<file path="config.mk">
export PLATFORM = sky130hd
export DESIGN_NAME = tetris_line_clear
export DESIGN_NICKNAME = d
export VERILOG_FILES = /design/src/rtl/tetris_pkg.sv /design/src/rtl/tetris_score_acc.sv /design/src/rtl/tetris_line_clear.sv
export SDC_FILE = /design/constraint.sdc
export NUM_CORES = 1
export LEC_CHECK = 0
export ABC_CLOCK_PERIOD_IN_PS = 5800
export CORE_MARGIN = 2
export CORE_UTILIZATION = 43
export CTS_CLUSTER_DIAMETER = 120
export DETAILED_ROUTE_END_ITERATION = 10
export MAX_ROUTING_LAYER = met4
export PLACE_DENSITY = 0.65
export SLEW_MARGIN = 20
export SYNTH_ARGS = -nofsm -noshare
export SYNTH_HDL_FRONTEND = slang
export SYNTH_HIERARCHICAL = 1
export SYNTH_SLANG_ARGS = --single-unit
</file>
<file path="constraint.sdc">
create_clock -name clk -period 5.8 [get_ports clk]
set_clock_uncertainty 0.05 [all_clocks]
set_input_delay 1.16 -clock clk [delete_from_list [all_inputs] [get_ports clk]]
set_output_delay 1.16 -clock clk [all_outputs]
set_load 0.01 [all_outputs]
</file>
<file path="src/rtl/tetris_pkg.sv">
// tetris_pkg: playfield bounds, line-clear FSM states, cell addressing and score table
package tetris_pkg;
  localparam int PF_X_LEFT = 10;
  localparam int PF_X_RIGHT = 19;
  localparam int PF_Y_TOP = 5;
  localparam int PF_Y_BOT = 24;
  localparam int PF_RD_LAT = 2;
  typedef enum logic [2:0] {
    S_IDLE, S_SCAN, S_EVAL, S_SH_RD, S_SH_WAIT, S_SH_WR, S_CLEAR, S_FINISH
  } state_t;
  function automatic logic [10:0] cell_addr(input logic [4:0] row, input logic [5:0] col);
    return {row, col};
  endfunction
  function automatic logic [15:0] score_of(input logic [2:0] lines);
    return lines == 3'd1 ? 16'd40 : lines == 3'd2 ? 16'd100 :
           lines == 3'd3 ? 16'd300 : lines == 3'd4 ? 16'd1200 : 16'd0;
  endfunction
endpackage

</file>
<file path="src/rtl/tetris_score_acc.sv">
// tetris_score_acc: saturating score accumulator fed by the lines-per-run table
module tetris_score_acc
  import tetris_pkg::*;
(
  input  logic        clk,
  input  logic        rst,
  input  logic        add,
  input  logic [2:0]  lines,
  output logic [15:0] score
);
  logic [16:0] sum;
  assign sum = {1'b0, score} + {1'b0, score_of(lines)};
  // accumulate once per finished run, clamping at full scale
  always_ff @(posedge clk or negedge rst)
    if (!rst) score <= '0;
    else if (add) score <= sum[16] ? 16'hFFFF : sum[15:0];
endmodule

</file>
<file path="src/rtl/tetris_line_clear.sv">
// tetris_line_clear: scans the playfield for full rows and collapses them (score via TETRIS_SCORE_EN)
module tetris_line_clear
  import tetris_pkg::*;
#(
  parameter int X_LEFT  = PF_X_LEFT,
  parameter int X_RIGHT = PF_X_RIGHT,
  parameter int Y_TOP   = PF_Y_TOP,
  parameter int Y_BOT   = PF_Y_BOT,
  parameter int RD_LAT  = PF_RD_LAT
) (
  input  logic        clk,
  input  logic        rst,
  input  logic        start,
  output logic        busy,
  output logic        done,
  output logic [2:0]  lines_cleared,
  output logic [15:0] score,
  output logic [10:0] rd_addr,
  input  logic [5:0]  rd_data,
  output logic [10:0] wr_addr,
  output logic        wr_en,
  output logic [5:0]  wr_data
);
  localparam logic [5:0] XL = 6'(X_LEFT);
  localparam logic [5:0] LAST = 6'(X_RIGHT - X_LEFT);
  localparam logic [4:0] YT = 5'(Y_TOP);
  localparam logic [4:0] YB = 5'(Y_BOT);
  localparam logic [3:0] WLAST = 4'(RD_LAT > 1 ? RD_LAT - 2 : 0);
  state_t state, state_nxt;
  logic [4:0] r, k;
  logic [5:0] col, samp;
  logic [3:0] w;
  logic [RD_LAT-1:0] pv;
  logic [2:0] cnt;
  logic full, issue, smp;
  assign issue = state == S_SCAN && col <= LAST;
  assign smp = state == S_SCAN && pv[RD_LAT-1];
  // state register; reset aborts any run at once
  always_ff @(posedge clk or negedge rst)
    if (!rst) state <= S_IDLE;
    else state <= state_nxt;
  // next state and RAM write port, driven from the current state so writes stop with reset
  always_comb begin
    state_nxt = state;
    wr_en = state == S_SH_WR || state == S_CLEAR;
    wr_addr = wr_en ? cell_addr(state == S_CLEAR ? YT : k, XL + col) : '0;
    wr_data = state == S_SH_WR ? rd_data : '0;
    unique case (state)
      S_IDLE:    state_nxt = start ? S_SCAN : S_IDLE;
      S_SCAN:    state_nxt = smp && samp == LAST ? S_EVAL : S_SCAN;
      S_EVAL:    state_nxt = !full ? (r == YT ? S_FINISH : S_SCAN) : (r == YT ? S_CLEAR : S_SH_RD);
      S_SH_RD:   state_nxt = RD_LAT > 1 ? S_SH_WAIT : S_SH_WR;
      S_SH_WAIT: state_nxt = w == WLAST ? S_SH_WR : S_SH_WAIT;
      S_SH_WR:   state_nxt = col == LAST && k == YT + 5'd1 ? S_CLEAR : S_SH_RD;
      S_CLEAR:   state_nxt = col == LAST ? S_SCAN : S_CLEAR;
      S_FINISH:  state_nxt = S_IDLE;
      default:   state_nxt = S_IDLE;
    endcase
  end
  // row/column pointers, read pipeline tracking and run bookkeeping
  always_ff @(posedge clk or negedge rst)
    if (!rst) begin
      busy <= 1'b0;
      done <= 1'b0;
      lines_cleared <= '0;
      rd_addr <= '0;
      r <= '0;
      k <= '0;
      col <= '0;
      samp <= '0;
      w <= '0;
      pv <= '0;
      cnt <= '0;
      full <= 1'b0;
    end else begin
      done <= 1'b0;
      pv <= RD_LAT'({pv, issue});
      if (issue) begin
        rd_addr <= cell_addr(r, XL + col);
        col <= col + 6'd1;
      end
      if (smp) begin
        full <= full & (rd_data != '0);
        samp <= samp + 6'd1;
      end
      case (state)
        S_IDLE: if (start) begin
          busy <= 1'b1;
          r <= YB;
          cnt <= '0;
          col <= '0;
          samp <= '0;
          full <= 1'b1;
        end
        S_EVAL: begin
          col <= '0;
          samp <= '0;
          full <= 1'b1;
          k <= r;
          if (!full && r != YT) r <= r - 5'd1;
        end
        S_SH_RD: begin
          rd_addr <= cell_addr(k - 5'd1, XL + col);
          w <= '0;
        end
        S_SH_WAIT: w <= w + 4'd1;
        S_SH_WR: begin
          col <= col == LAST ? '0 : col + 6'd1;
          if (col == LAST) k <= k - 5'd1;
        end
        S_CLEAR: begin
          col <= col == LAST ? '0 : col + 6'd1;
          if (col == LAST) begin
            cnt <= cnt == 3'd4 ? 3'd4 : cnt + 3'd1;
            samp <= '0;
            full <= 1'b1;
          end
        end
        S_FINISH: begin
          lines_cleared <= cnt;
          done <= 1'b1;
          busy <= 1'b0;
        end
        default: ;
      endcase
    end
`ifdef TETRIS_SCORE_EN
  tetris_score_acc u_score (
    .clk(clk),
    .rst(rst),
    .add(state == S_FINISH),
    .lines(cnt),
    .score(score)
  );
`else
  assign score = '0;
`endif
endmodule

</file>
==> flow_metrics.py, run 1 <==
metrics = {
    "global_routing": {
        "grt_use_total": 0.182,
        "antenna_found_initial": 0,
        "grt.overflow.total": 0,
        "grt_max_degree": 52,
        "grt_pass1_wl_microns": 10800,
        "grt_pass1_vias": 2219,
    },
    "layout": {
        "nFillCells": 646,
        "area_growth_pct": 18.5,
        "nets": 386,
        "layout_commonest_cell": "dfrtp_1",
        "final_cell_mix": "dfrtp_1 (51), clkdlybuf4s50_1 (41), nor2_1 (33), a21oi_1 (23), inv_1 (21)",
        "fin_area_sq_mm": 0.00364,
        "diodes": 0,
        "layout-drive-gt1-share": 0.0412,
        "final_util": 0.530,
    },
    "die": {
        "start_util": 0.447,
        "fp.coreArea_sq_mm": 0.00687,
        "ios": 59,
        "dieHeight_microns": 88.5,
        "die_area_sq_mm": 0.00783,
        "fp-row-count": 30,
        "die_x_microns": 88.5,
    },
    "sta": {
        "rsz0062_at_grt": "no",
        "tns_ns": 0,
        "worst-slew-pin-transition_ns": 0.994,
        "slew_headroom": 0.337,
        "min_period_ns": 3.71,
        "fmax_mhz": 269,
        "fin_crit_sh": 0.640,
        "maxSlewViolCount": 0,
        "setup_violations": 0,
        "final-hold-violation-count": 0,
    },
    "logic_synthesis": {
        "synth_edf_count": 0,
        "yosys_warnings": 6,
        "async_flop_share": 1.00,
        "synthFlopType": "dfrtp_1",
        "ys_ff_latch": 51,
        "seq_area_frac_synth": 0.416,
        "synth_cell_types": 55,
        "synth_cells": 325,
        "synth_area_sq_mm": 0.00307,
        "syn_avg_cell_area_sq_um": 9.44,
    },
    "placed_design": {
        "routabilityCongestion": 0.797,
        "placed_area_sq_mm": 0.00350,
        "io_buffers": 42,
        "dp_hpwl_microns": 4370,
    },
    "setup_path": {
        "worstPathRequired_ns": 4.59,
        "path_buf_inv": 2,
        "worstSetupPathType": "register to primary output",
        "cp-end-kind": "primary output",
        "setup.worst_path.start": "state[0]",
        "path_cells": "nor2b_1, o21ai_1, inv_1, and2_1, clkdlybuf4s50_1",
        "r2r_cells": 4,
        "cp_data_arrival_time_ns": 2.50,
        "worstPathMaxFanout": 25,
        "critical-path-max-stage-delay_ns": 0.82,
        "r2r_start": "state[0]",
        "r2r_slack_ns": 2.99,
        "cp_slowest_cell": "dfrtp_1",
        "cp.depth": 5,
        "crit_family": "flip-flops",
        "timing.rr.end": "col[4]",
        "startpoint_type": "register",
        "endpoint": "wr_addr[2]",
    },
    "clock_tree": {
        "cts-resized-gates": 0,
        "htreeDepth": 2,
        "cts_setup_buffers": 0,
        "max-clock-path-buffers": 2,
        "ctsHoldBuffers": 0,
        "path_clk_slew_ns": 0.10,
        "numCtsBuffers": 5,
        "cts.sinks": 51,
        "cts-root-buf": "clkbuf_8",
        "tritoncts": "done",
        "insertion_delay_ns": 0.31,
    },
    "drt": {
        "ant_nets": 0,
        "routedWlPerCell_microns": 13.6,
        "wl_microns": 6260,
        "first_pass_iters": 4,
        "drc": 0,
        "drtIter0Drc": 160,
        "vias_per_cell": 5.18,
        "dr_total_vias": 2382,
    },
    "status": {
        "status": "completed",
    },
    "power_and_ir_drop": {
        "p_leak_nw": 1.63,
        "peakVddDrop_mv": 0.161,
        "power.density_mw_per_mm2": 431,
    },
    "flow_run": {
        "drv_cap": 0,
    },
    "min_path": {
        "min_path_type": "register to register",
        "hp-start": "pv[0]",
    },
}
-- area by class of cell --
cell class	instances	area [sq um]	area share
multi-input combinational	240	1600	0.439
clock buffer	5	68.8	0.0189
inverter	21	78.8	0.0217
clock inverter	3	67.6	0.0186
tap	96	120	0.0330
timing repair buffer	44	430	0.118
sequential	51	1280	0.351
-- logic make-up after synthesis --
family | count (synthesis) | share of synthesized area
DFF | 51 | 0.416
xor gates and xnor gates | 13 | 0.0371
and+or+nand+nor | 104 | 0.186
other | 1 | 0.00122
AOI/OAI and AO/OA | 76 | 0.163
muxes | 17 | 0.0571
adders and majority gates | 14 | 0.0571
buffers and inverters | 49 | 0.0828
-- cell usage after synthesis (4+ instances only) --
library cell | number | area [sq um]
ha_1 | 14 | 175
and3_1 | 4 | 25.0
a21o_1 | 5 | 37.5
xnor2_1 | 5 | 43.8
o21ai_1 | 9 | 45.0
inv_1 | 21 | 78.8
o21ai_0 | 9 | 45.0
a31oi_1 | 4 | 25.0
nor2b_1 | 5 | 31.3
nor2_1 | 33 | 124
xor2_1 | 8 | 70.1
nor3b_1 | 5 | 37.5
a21oi_1 | 23 | 115
a211oi_1 | 6 | 45.0
nand3_1 | 7 | 35.0
mux2i_1 | 13 | 130
nand2_1 | 13 | 48.8
and2_1 | 10 | 62.6
nand4_1 | 4 | 25.0
dfrtp_1 | 51 | 1280
clkbuf_1 | 7 | 26.3
nand2b_1 | 4 | 25.0
buf_4 | 16 | 120
-- worst min-delay path by stage --
stage,slack [ns],depth (start not counted),to
after floorplan,0.28,0,pv[1]
after global placement,0.28,0,pv[1]
after detailed placement,0.29,0,pv[1]
after CTS,0.31,0,pv[1]
after global routing,0.32,0,pv[1]
final,0.30,0,pv[1]
-- layer usage --
metal,wire length [microns],track usage,up-vias,part of all wire
met1,3180,0.254,1133,0.51
met4,70,0.0427,0,0.011
met5,0,-,-,0
met2,2770,0.272,59,0.44
li1,-,-,1184,-
met3,237,0.0401,6,0.038
-- worst register-to-register path, delay by kind of cell, from the launching register on --
family / cells / cell delay [ns]
DFF: 1 / 0.82
and+or+nand+nor: 2 / 0.80
AOI/OAI and AO/OA: 2 / 1.02
-- per-stage QoR --
| stage | hold WS [ns] | std cells | total power, mW | setup slack [ns] |
|---|---|---|---|---|
| 3_5_place_dp | 0.287 | 452 | 1.28 | 2.28 |
| 6_report | 0.305 | 460 | 1.57 | 2.09 |
| 4_1_cts | 0.308 | 460 | 1.58 | 2.08 |
| 5_1_grt | 0.315 | 460 | 1.70 | 1.85 |
| 3_3_place_gp | 0.283 | 452 | 1.26 | 2.30 |
| 2_1_floorplan | 0.281 | 340 | 1.08 | 3.28 |
-- sequential cells by signal, indices dropped and copies added, names as in the netlist --
register and flops:
busy 1, pv 2, lines_cleared 3, k 5
w 4, done 1, cnt 3, state 3
col 6, samp 6, r 5, full 1
rd_addr 11
-- power breakdown --
| part | switching [mW] | total (mW) | internal (mW) | leakage (nW) |
|---|---|---|---|---|
| registers | 0.133 | 0.578 | 0.444 | 0.648 |
| clock network | 0.125 | 0.297 | 0.172 | 0.0644 |
| logic | 0.365 | 0.692 | 0.327 | 0.916 |
| total | 0.623 | 1.57 | 0.944 | 1.63 |
No activity file was read; power rests on OpenSTA's default activity.
==> run 2, diff against run 1 <==
--- a/config.mk
+++ b/config.mk
@@ -5,7 +5,7 @@
 export SDC_FILE = /design/constraint.sdc
 export NUM_CORES = 1
 export LEC_CHECK = 0
-export ABC_CLOCK_PERIOD_IN_PS = 5800
+export ABC_CLOCK_PERIOD_IN_PS = 3650
 export CORE_MARGIN = 2
 export CORE_UTILIZATION = 43
 export CTS_CLUSTER_DIAMETER = 120
==> constraint.sdc (replaced) <==
create_clock -name clk -period 3.65 [get_ports clk]
set_clock_uncertainty 0.05 [all_clocks]
set_input_delay 0.73 -clock clk [delete_from_list [all_inputs] [get_ports clk]]
set_output_delay 0.73 -clock clk [all_outputs]
set_load 0.01 [all_outputs]
==> run 2 against run 1 <==
Effect of this change: sequential share of layout area is 0.26 points higher; cell count is 0.43% higher; non-clock buffer count is 3 higher; critical path type unchanged; critical endpoint unchanged; largest cell class unchanged; highest routed layer unchanged.
==> flow_metrics.py, run 2 (synthesis results as in run 1) <==
metrics = {
    "status": {
        "status": "completed",
    },
    "sta": {
        "slew_headroom": 0.378,
        "fin_crit_sh": 0.858,
        "fmax_mhz": 319,
        "min_period_ns": 3.13,
        "rsz0062_at_grt": "no",
        "maxSlewViolCount": 0,
        "final-hold-violation-count": 0,
        "tns_ns": 0,
        "holdWs_ns": 0.309,
        "worst-slew-pin-transition_ns": 0.928,
        "setup_violations": 0,
    },
    "layout": {
        "diodes": 0,
        "fin_area_sq_mm": 0.00361,
        "fin_cells": 462,
        "top_register": "rd_addr",
        "largest_reg_flops": 11,
        "nets": 389,
        "reg_top3": "rd_addr x11, col x6, samp x6",
        "layout_commonest_cell": "dfrtp_1",
        "nFillCells": 638,
        "layout-drive-gt1-share": 0.0464,
        "area_growth_pct": 17.7,
        "final_cell_mix": "dfrtp_1 (51), clkdlybuf4s50_1 (41), nor2_1 (33), a21oi_1 (23), inv_1 (21)",
    },
    "drt": {
        "vias_per_cell": 5.17,
        "dr_total_vias": 2389,
        "wl_microns": 6230,
        "routedWlPerCell_microns": 13.5,
        "drc": 0,
        "ant_nets": 0,
        "drtIter0Drc": 122,
        "first_pass_iters": 4,
    },
    "clock_tree": {
        "cts-resized-gates": 0,
        "numCtsBuffers": 5,
        "ctsHoldBuffers": 0,
        "insertion_delay_ns": 0.30,
        "max-clock-path-buffers": 2,
        "path_clk_slew_ns": 0.09,
        "cts-root-buf": "clkbuf_8",
        "tritoncts": "done",
        "cts.sinks": 51,
        "cts_setup_buffers": 0,
        "htreeDepth": 2,
    },
    "placed_design": {
        "dp_hpwl_microns": 4490,
        "routabilityCongestion": 0.798,
        "placed_area_sq_mm": 0.00352,
        "dp_cells": 455,
        "io_buffers": 42,
    },
    "setup_path": {
        "cp-end-kind": "primary output",
        "worstPathRequired_ns": 2.87,
        "setup.worst_path.start": "state[1]",
        "r2r_cells": 6,
        "cp_data_arrival_time_ns": 2.35,
        "timing.rr.end": "col[4]",
        "worstPathMaxFanout": 25,
        "r2r_slack_ns": 0.99,
        "r2r_start": "state[0]",
        "worstSetupPathType": "register to primary output",
        "startpoint_type": "register",
    },
    "global_routing": {
        "grtUsageMet3": 0.0299,
        "grt_use_total": 0.176,
        "grt_max_degree": 34,
        "grt.busiest_layer": "met2",
        "grt.met1_usage": 0.246,
        "antenna_found_initial": 0,
        "grt_pass1_wl_microns": 10600,
        "met2_usage": 0.273,
        "grt.overflow.total": 0,
        "grt_pass1_vias": 2272,
    },
    "die": {
        "fp-row-count": 30,
        "start_util": 0.447,
        "fp.coreArea_sq_mm": 0.00687,
        "ios": 59,
        "dieHeight_microns": 88.5,
        "die_x_microns": 88.5,
        "die_area_sq_mm": 0.00783,
    },
    "flow_run": {
        "drv_cap": 0,
    },
    "min_path": {
        "holdPathEnd": "pv[1]",
        "min_path_type": "register to register",
        "whs_path_depth": 0,
        "hp-start": "pv[0]",
    },
    "power_and_ir_drop": {
        "peakVddDrop_mv": 0.297,
        "totalPowerFinal_mw": 2.38,
        "p_leak_nw": 1.63,
        "power.density_mw_per_mm2": 659,
    },
}
-- run 2: metrics by stage --
step / setup slack [ns] / util
after floorplan: 1.62 / -
after global placement: 0.850 / 0.513
after detailed placement: 0.818 / 0.513
after CTS: 0.471 / 0.526
after global routing: 0.274 / 0.526
final: 0.518 / 0.526
-- run 2: how the worst max path moves through the flow --
stage	slack, ns	end
2_1_floorplan	1.62	wr_addr[6]
3_3_place_gp	0.85	wr_addr[2]
3_5_place_dp	0.82	wr_addr[2]
4_1_cts	0.47	wr_addr[2]
5_1_grt	0.27	wr_addr[2]
6_report	0.52	wr_addr[2]
-- run 2: routing by layer --
| layer | share of wire | up-vias | wire length, microns |
|---|---|---|---|
| met5 | 0 | - | 0 |
| met2 | 0.45 | 51 | 2790 |
| met1 | 0.51 | 1139 | 3180 |
| met4 | 0.0022 | 0 | 14 |
| li1 | - | 1197 | - |
| met3 | 0.039 | 2 | 242 |
-- run 2: worst max-delay path, cell delays in order, from the launching register on --
cell and delay (ns):
dfrtp_1 0.63, nor2b_1 0.28, o21ai_1 0.40, inv_1 0.10, and2_1 0.17, clkdlybuf4s50_1 0.47
-- run 2: layout make-up --
class / instances / area, sq um / share of cell area
timing repair buffer: 47 / 453 / 0.125
clock buffer: 6 / 82.6 / 0.0229
tap: 96 / 120 / 0.0333
clock inverter: 1 / 5.00 / 0.00139
inverter: 21 / 78.8 / 0.0218
sequential: 51 / 1280 / 0.353
multi-input combinational: 240 / 1600 / 0.442
-- run 2: power breakdown --
part | switching [mW] | leakage (nW) | internal, mW | total [mW]
sequential | 0.183 | 0.648 | 0.707 | 0.890
clock | 0.185 | 0.0470 | 0.149 | 0.334
combinational | 0.613 | 0.931 | 0.541 | 1.15
total | 0.980 | 1.63 | 1.40 | 2.38
==> run 3, diff against run 2 <==
--- a/config.mk
+++ b/config.mk
@@ -11,7 +11,7 @@
 export CTS_CLUSTER_DIAMETER = 120
 export DETAILED_ROUTE_END_ITERATION = 10
 export MAX_ROUTING_LAYER = met4
-export PLACE_DENSITY = 0.65
+export PLACE_DENSITY_LB_ADDON = 0.12
 export SLEW_MARGIN = 20
 export SYNTH_ARGS = -nofsm -noshare
 export SYNTH_HDL_FRONTEND = slang
==> run 3 against run 2 <==
Effect of this change: maximum frequency decreased by 0.83%; core utilization up 0.35 points; critical path type unchanged; sequential share of layout area fell by 0.23 points; hold slack got worse by 0.0077 ns; highest routed layer unchanged; wire length grew 1.4%; register-to-register slack barely moved; final area is 0.66% higher; combinational power about the same; flip-flop and latch count did not move; critical endpoint is now wr_data[2]; critical path depth down 1; via count down 0.17%.
==> flow_metrics.py, run 3 (synthesis results as in run 1) <==
metrics = {
    "layout": {
        "reg_top3": "rd_addr x11, col x6, samp x6",
        "area_growth_pct": 18.4,
        "nFillCells": 637,
        "layout-drive-gt1-share": 0.0516,
        "nets": 390,
        "diodes": 0,
        "fin_area_sq_mm": 0.00363,
        "largest_reg_flops": 11,
        "layout_commonest_cell": "dfrtp_1",
        "final_cell_mix": "dfrtp_1 (51), clkdlybuf4s50_1 (41), nor2_1 (33), a21oi_1 (23), inv_1 (21)",
        "top_register": "rd_addr",
    },
    "die": {
        "start_util": 0.447,
        "fp.coreArea_sq_mm": 0.00687,
        "die_area_sq_mm": 0.00783,
        "ios": 59,
        "die_x_microns": 88.5,
        "dieHeight_microns": 88.5,
        "fp-row-count": 30,
    },
    "power_and_ir_drop": {
        "p_leak_nw": 1.63,
        "totalPowerFinal_mw": 2.40,
        "power.density_mw_per_mm2": 661,
        "peakVddDrop_mv": 0.272,
    },
    "clock_tree": {
        "insertion_delay_ns": 0.31,
        "max-clock-path-buffers": 2,
        "tritoncts": "done",
        "numCtsBuffers": 5,
        "cts.sinks": 51,
        "path_clk_slew_ns": 0.10,
        "ctsHoldBuffers": 0,
        "cts_setup_buffers": 0,
        "cts-resized-gates": 0,
        "cts-root-buf": "clkbuf_8",
        "htreeDepth": 2,
    },
    "sta": {
        "rsz0062_at_grt": "no",
        "worst_slack_ns": 0.492,
        "min_period_ns": 3.16,
        "setup_violations": 0,
        "fmax_mhz": 317,
        "maxSlewViolCount": 0,
        "slew_headroom": 0.386,
        "worst-slew-pin-transition_ns": 0.916,
        "tns_ns": 0,
        "final-hold-violation-count": 0,
        "fin_crit_sh": 0.865,
    },
    "setup_path": {
        "cp-end-kind": "primary output",
        "worstPathMaxFanout": 16,
        "worstPathRequired_ns": 2.87,
        "startpoint_type": "register",
        "cp_data_arrival_time_ns": 2.38,
        "worstSetupPathType": "register to primary output",
    },
    "placed_design": {
        "dp_hpwl_microns": 4600,
        "dp_slack_ns": 0.863,
        "routabilityCongestion": 0.803,
        "placed_area_sq_mm": 0.00353,
        "io_buffers": 42,
    },
    "status": {
        "status": "completed",
    },
    "drt": {
        "ant_nets": 0,
        "routedWlPerCell_microns": 13.6,
        "dr_total_vias": 2385,
        "wl_microns": 6310,
        "drtIter0Drc": 75,
        "drc": 0,
        "vias_per_cell": 5.14,
        "first_pass_iters": 4,
    },
    "global_routing": {
        "grt_pass1_vias": 2295,
        "grt_use_total": 0.182,
        "grt.overflow.total": 0,
        "grt_pass1_wl_microns": 10900,
        "antenna_found_initial": 0,
        "grt_max_degree": 27,
    },
    "flow_run": {
        "drv_cap": 0,
    },
    "min_path": {
        "min_path_type": "register to register",
    },
}
## run 3: critical path, cell delays in order, from the launching register on
cell             delay (ns)
dfrtp_1                0.54
buf_4                  0.24
and3b_1                0.54
and2_1                 0.21
clkdlybuf4s50_1        0.54
## run 3: worst paths after layout
| path | startpoint | endpoint | slack (ns) | cells after the start |
|---|---|---|---|---|
| max | state[1] | wr_data[2] | 0.49 | 4 |
| min | pv[0] | pv[1] | 0.30 | 0 |
| max reg2reg | state[0] | col[4] | 0.99 | 6 |
| min reg2reg | pv[0] | pv[1] | 0.30 | 0 |
| max in group asynchronous | rst | col[5] | 2.39 | 2 |
| min in group asynchronous | rst | rd_addr[2] | 0.38 | 1 |
## run 3: per-stage QoR
stage	instances	hold slack, ns	util
2_1_floorplan	340	0.281	-
3_3_place_gp	456	0.282	0.514
3_5_place_dp	456	0.286	0.514
4_1_cts	464	0.306	0.529
5_1_grt	464	0.314	0.529
6_report	464	0.302	0.529
## run 3: report_power, final
group	switching [mW]	total, mW	internal [mW]	leakage (nW)
Sequential	0.189	0.895	0.707	0.648
Combinational	0.600	1.14	0.543	0.936
Clock	0.191	0.364	0.173	0.0505
Total	0.979	2.40	1.42	1.63
## run 3: layout make-up
cell class	count	area, sq um	share of cell area
multi-input combinational	240	1600	0.439
clock inverter	1	7.51	0.00207
tap	96	120	0.0330
clock buffer	7	96.3	0.0265
timing repair buffer	48	460	0.127
inverter	21	78.8	0.0217
sequential	51	1280	0.351
## run 3: routing by layer
metal  GRT usage  share of wire  up-vias  wire [microns]
met5           -              0        -               0
met4      0.0413         0.0097        0              61
met3      0.0345          0.037        5             235
met2       0.280           0.45       60            2830
met1       0.252           0.51     1122            3190
li1            -              -     1198               -
==> RTL edit (flow settings as in run 2) <==
Encoding of `state_t`: now Gray code (3 bits for 8 states).
--- a/src/rtl/tetris_pkg.sv
+++ b/src/rtl/tetris_pkg.sv
@@ -7,5 +7,5 @@
   localparam int PF_RD_LAT = 2;
   typedef enum logic [2:0] {
-    S_IDLE, S_SCAN, S_EVAL, S_SH_RD, S_SH_WAIT, S_SH_WR, S_CLEAR, S_FINISH
+    S_IDLE = 3'b000, S_SCAN = 3'b001, S_EVAL = 3'b011, S_SH_RD = 3'b010, S_SH_WAIT = 3'b110, S_SH_WR = 3'b111, S_CLEAR = 3'b101, S_FINISH = 3'b100
   } state_t;
   function automatic logic [10:0] cell_addr(input logic [4:0] row, input logic [5:0] col);
Behaviour: no difference found for any inputs over 10 cycles, from zero or initial values and one cycle with rst low; not proved beyond that.
==> RTL edit against run 2 <==
  * Wire length up 3.3%
  * Sequential share of layout area down 0.65 points
  * Worst setup slack better by 0.034 ns
  * Global-route usage up 0.70 points
  * Highest routed layer unchanged
  * Synthesized area up 2.2%
  * Sequential cell count unchanged
  * Largest cell class unchanged
  * Final area up 1.9%
Power is not compared: it rests on default switching activity, and its combinational part moved more than twofold at a synthesized area within 25%.
==> RTL edit: results (changes against run 2) <==
Route
  • Met3 Wirelength: 272 um (was 242 um)
  • Iteration-0 DRC Markers: 88 (was 122)
  • Avg Vias per Cell: 5.04 (was 5.17)
  • Drt wl/cell: 13.8 um (was 13.5 um)
  • WL met2: 3.04 mm (was 2.79 mm)
  • Met1 WL: 3.06 mm (was 3.18 mm)

Synth
  • Most frequent cells after synthesis: dfrtp_1, nand2_1, nor2_1 (was dfrtp_1, nor2_1, a21oi_1)
  • Sequential share of the synthesized area: 0.407 (was 0.416)
  • Distinct cell type count after synthesis: 56 (was 55)
  • Ranking of synthesized cells by area: dfrtp_1, ha_1, buf_4 (was dfrtp_1, ha_1, mux2i_1)

Setup path
  • CP endpoint: wr_addr[6] (was wr_addr[2])
  • Worst Path Arrival: 2.32 ns (was 2.35 ns)
  • Crit path from: state[0] (was state[1])
  • CP Max Fanout: 19 (was 25)
  • R2R Setup Slk: 1.13 ns (was 0.99 ns)
  • Worst R2R Start: col[1] (was state[0])
  • R2R Path End: col[3] (was col[4])

Global routing
  • Global-route wire length before repair: 11.0 mm (was 10.6 mm)
  • All-layer global routing usage: 0.183 (was 0.176)
  • Initial antenna violation count: 0 (unchanged)
  • Vias in the first global route: 2,248 (was 2,272)

Placement
  • I/O Buffers: 42 (unchanged)
  • Final HPWL DP: 4.79 mm (was 4.49 mm)

Timing
  • Worst-margin pin slew: 0.958 ns (was 0.928 ns)

Layout
  • Share of post-route cells with drive strength above 1: 0.0763 (was 0.0464)
  • Fillers: 674 (was 638)

CTS
  • # Post-CTS Setup Buffers: 0 (unchanged)

Outcome
  • Status: finished clean (unchanged)

Hold path
  • WHS Endpoint: pv[1] (unchanged)
## RTL edit: cells by family (layout without fill, tap and decap cells)
family                     count (synthesis)  after routing  synth area share
muxes                                     20             20            0.0670
and+or+nand+nor                          112            112             0.194
other                                      1             16           0.00120
DFF                                       51             51             0.407
xor gates and xnor gates                  13             13            0.0363
AOI/OAI and AO/OA                         59             59             0.130
buffers and inverters                     55             78            0.0926
adders and majority gates                 18             18            0.0718
## RTL edit: critical path, cell delays in order (launching register included)
cell and delay (ns):
dfrtp_1 0.68, nand2_1 0.45, a21oi_1 0.31, clkdlybuf4s50_1 0.58
## RTL edit: layout make-up
| class | instances | share of cell area |
|---|---|---|
| multi-input combinational | 238 | 0.442 |
| sequential | 51 | 0.347 |
| timing repair buffer | 46 | 0.121 |
| tap | 99 | 0.0337 |
| inverter | 24 | 0.0245 |
| clock buffer | 6 | 0.0224 |
| clock inverter | 2 | 0.00952 |
## RTL edit: stage by stage
stage	utilization	instance area [sq um]	instances	setup slack [ns]	hold WS [ns]
after floorplan	-	3190	344	1.59	0.281
after detailed placement	0.499	3560	458	0.938	0.296
after global routing	0.515	3680	466	0.312	0.326
final	0.515	3680	466	0.552	0.315
after CTS	0.515	3680	466	0.579	0.318
after global placement	0.499	3560	458	0.988	0.284
## RTL edit: routing by layer
layer,up-vias,track usage
met5,-,-
met1,1116,0.251
met2,56,0.290
li1,1172,-
met3,6,0.0277
met4,0,0.0339
## RTL edit: report_power, final
group          leakage, nW  switching [mW]  internal, mW
Sequential           0.641           0.154         0.692
Clock               0.0612           0.189         0.222
Combinational        0.914           0.276         0.295
Total                 1.62           0.620          1.21
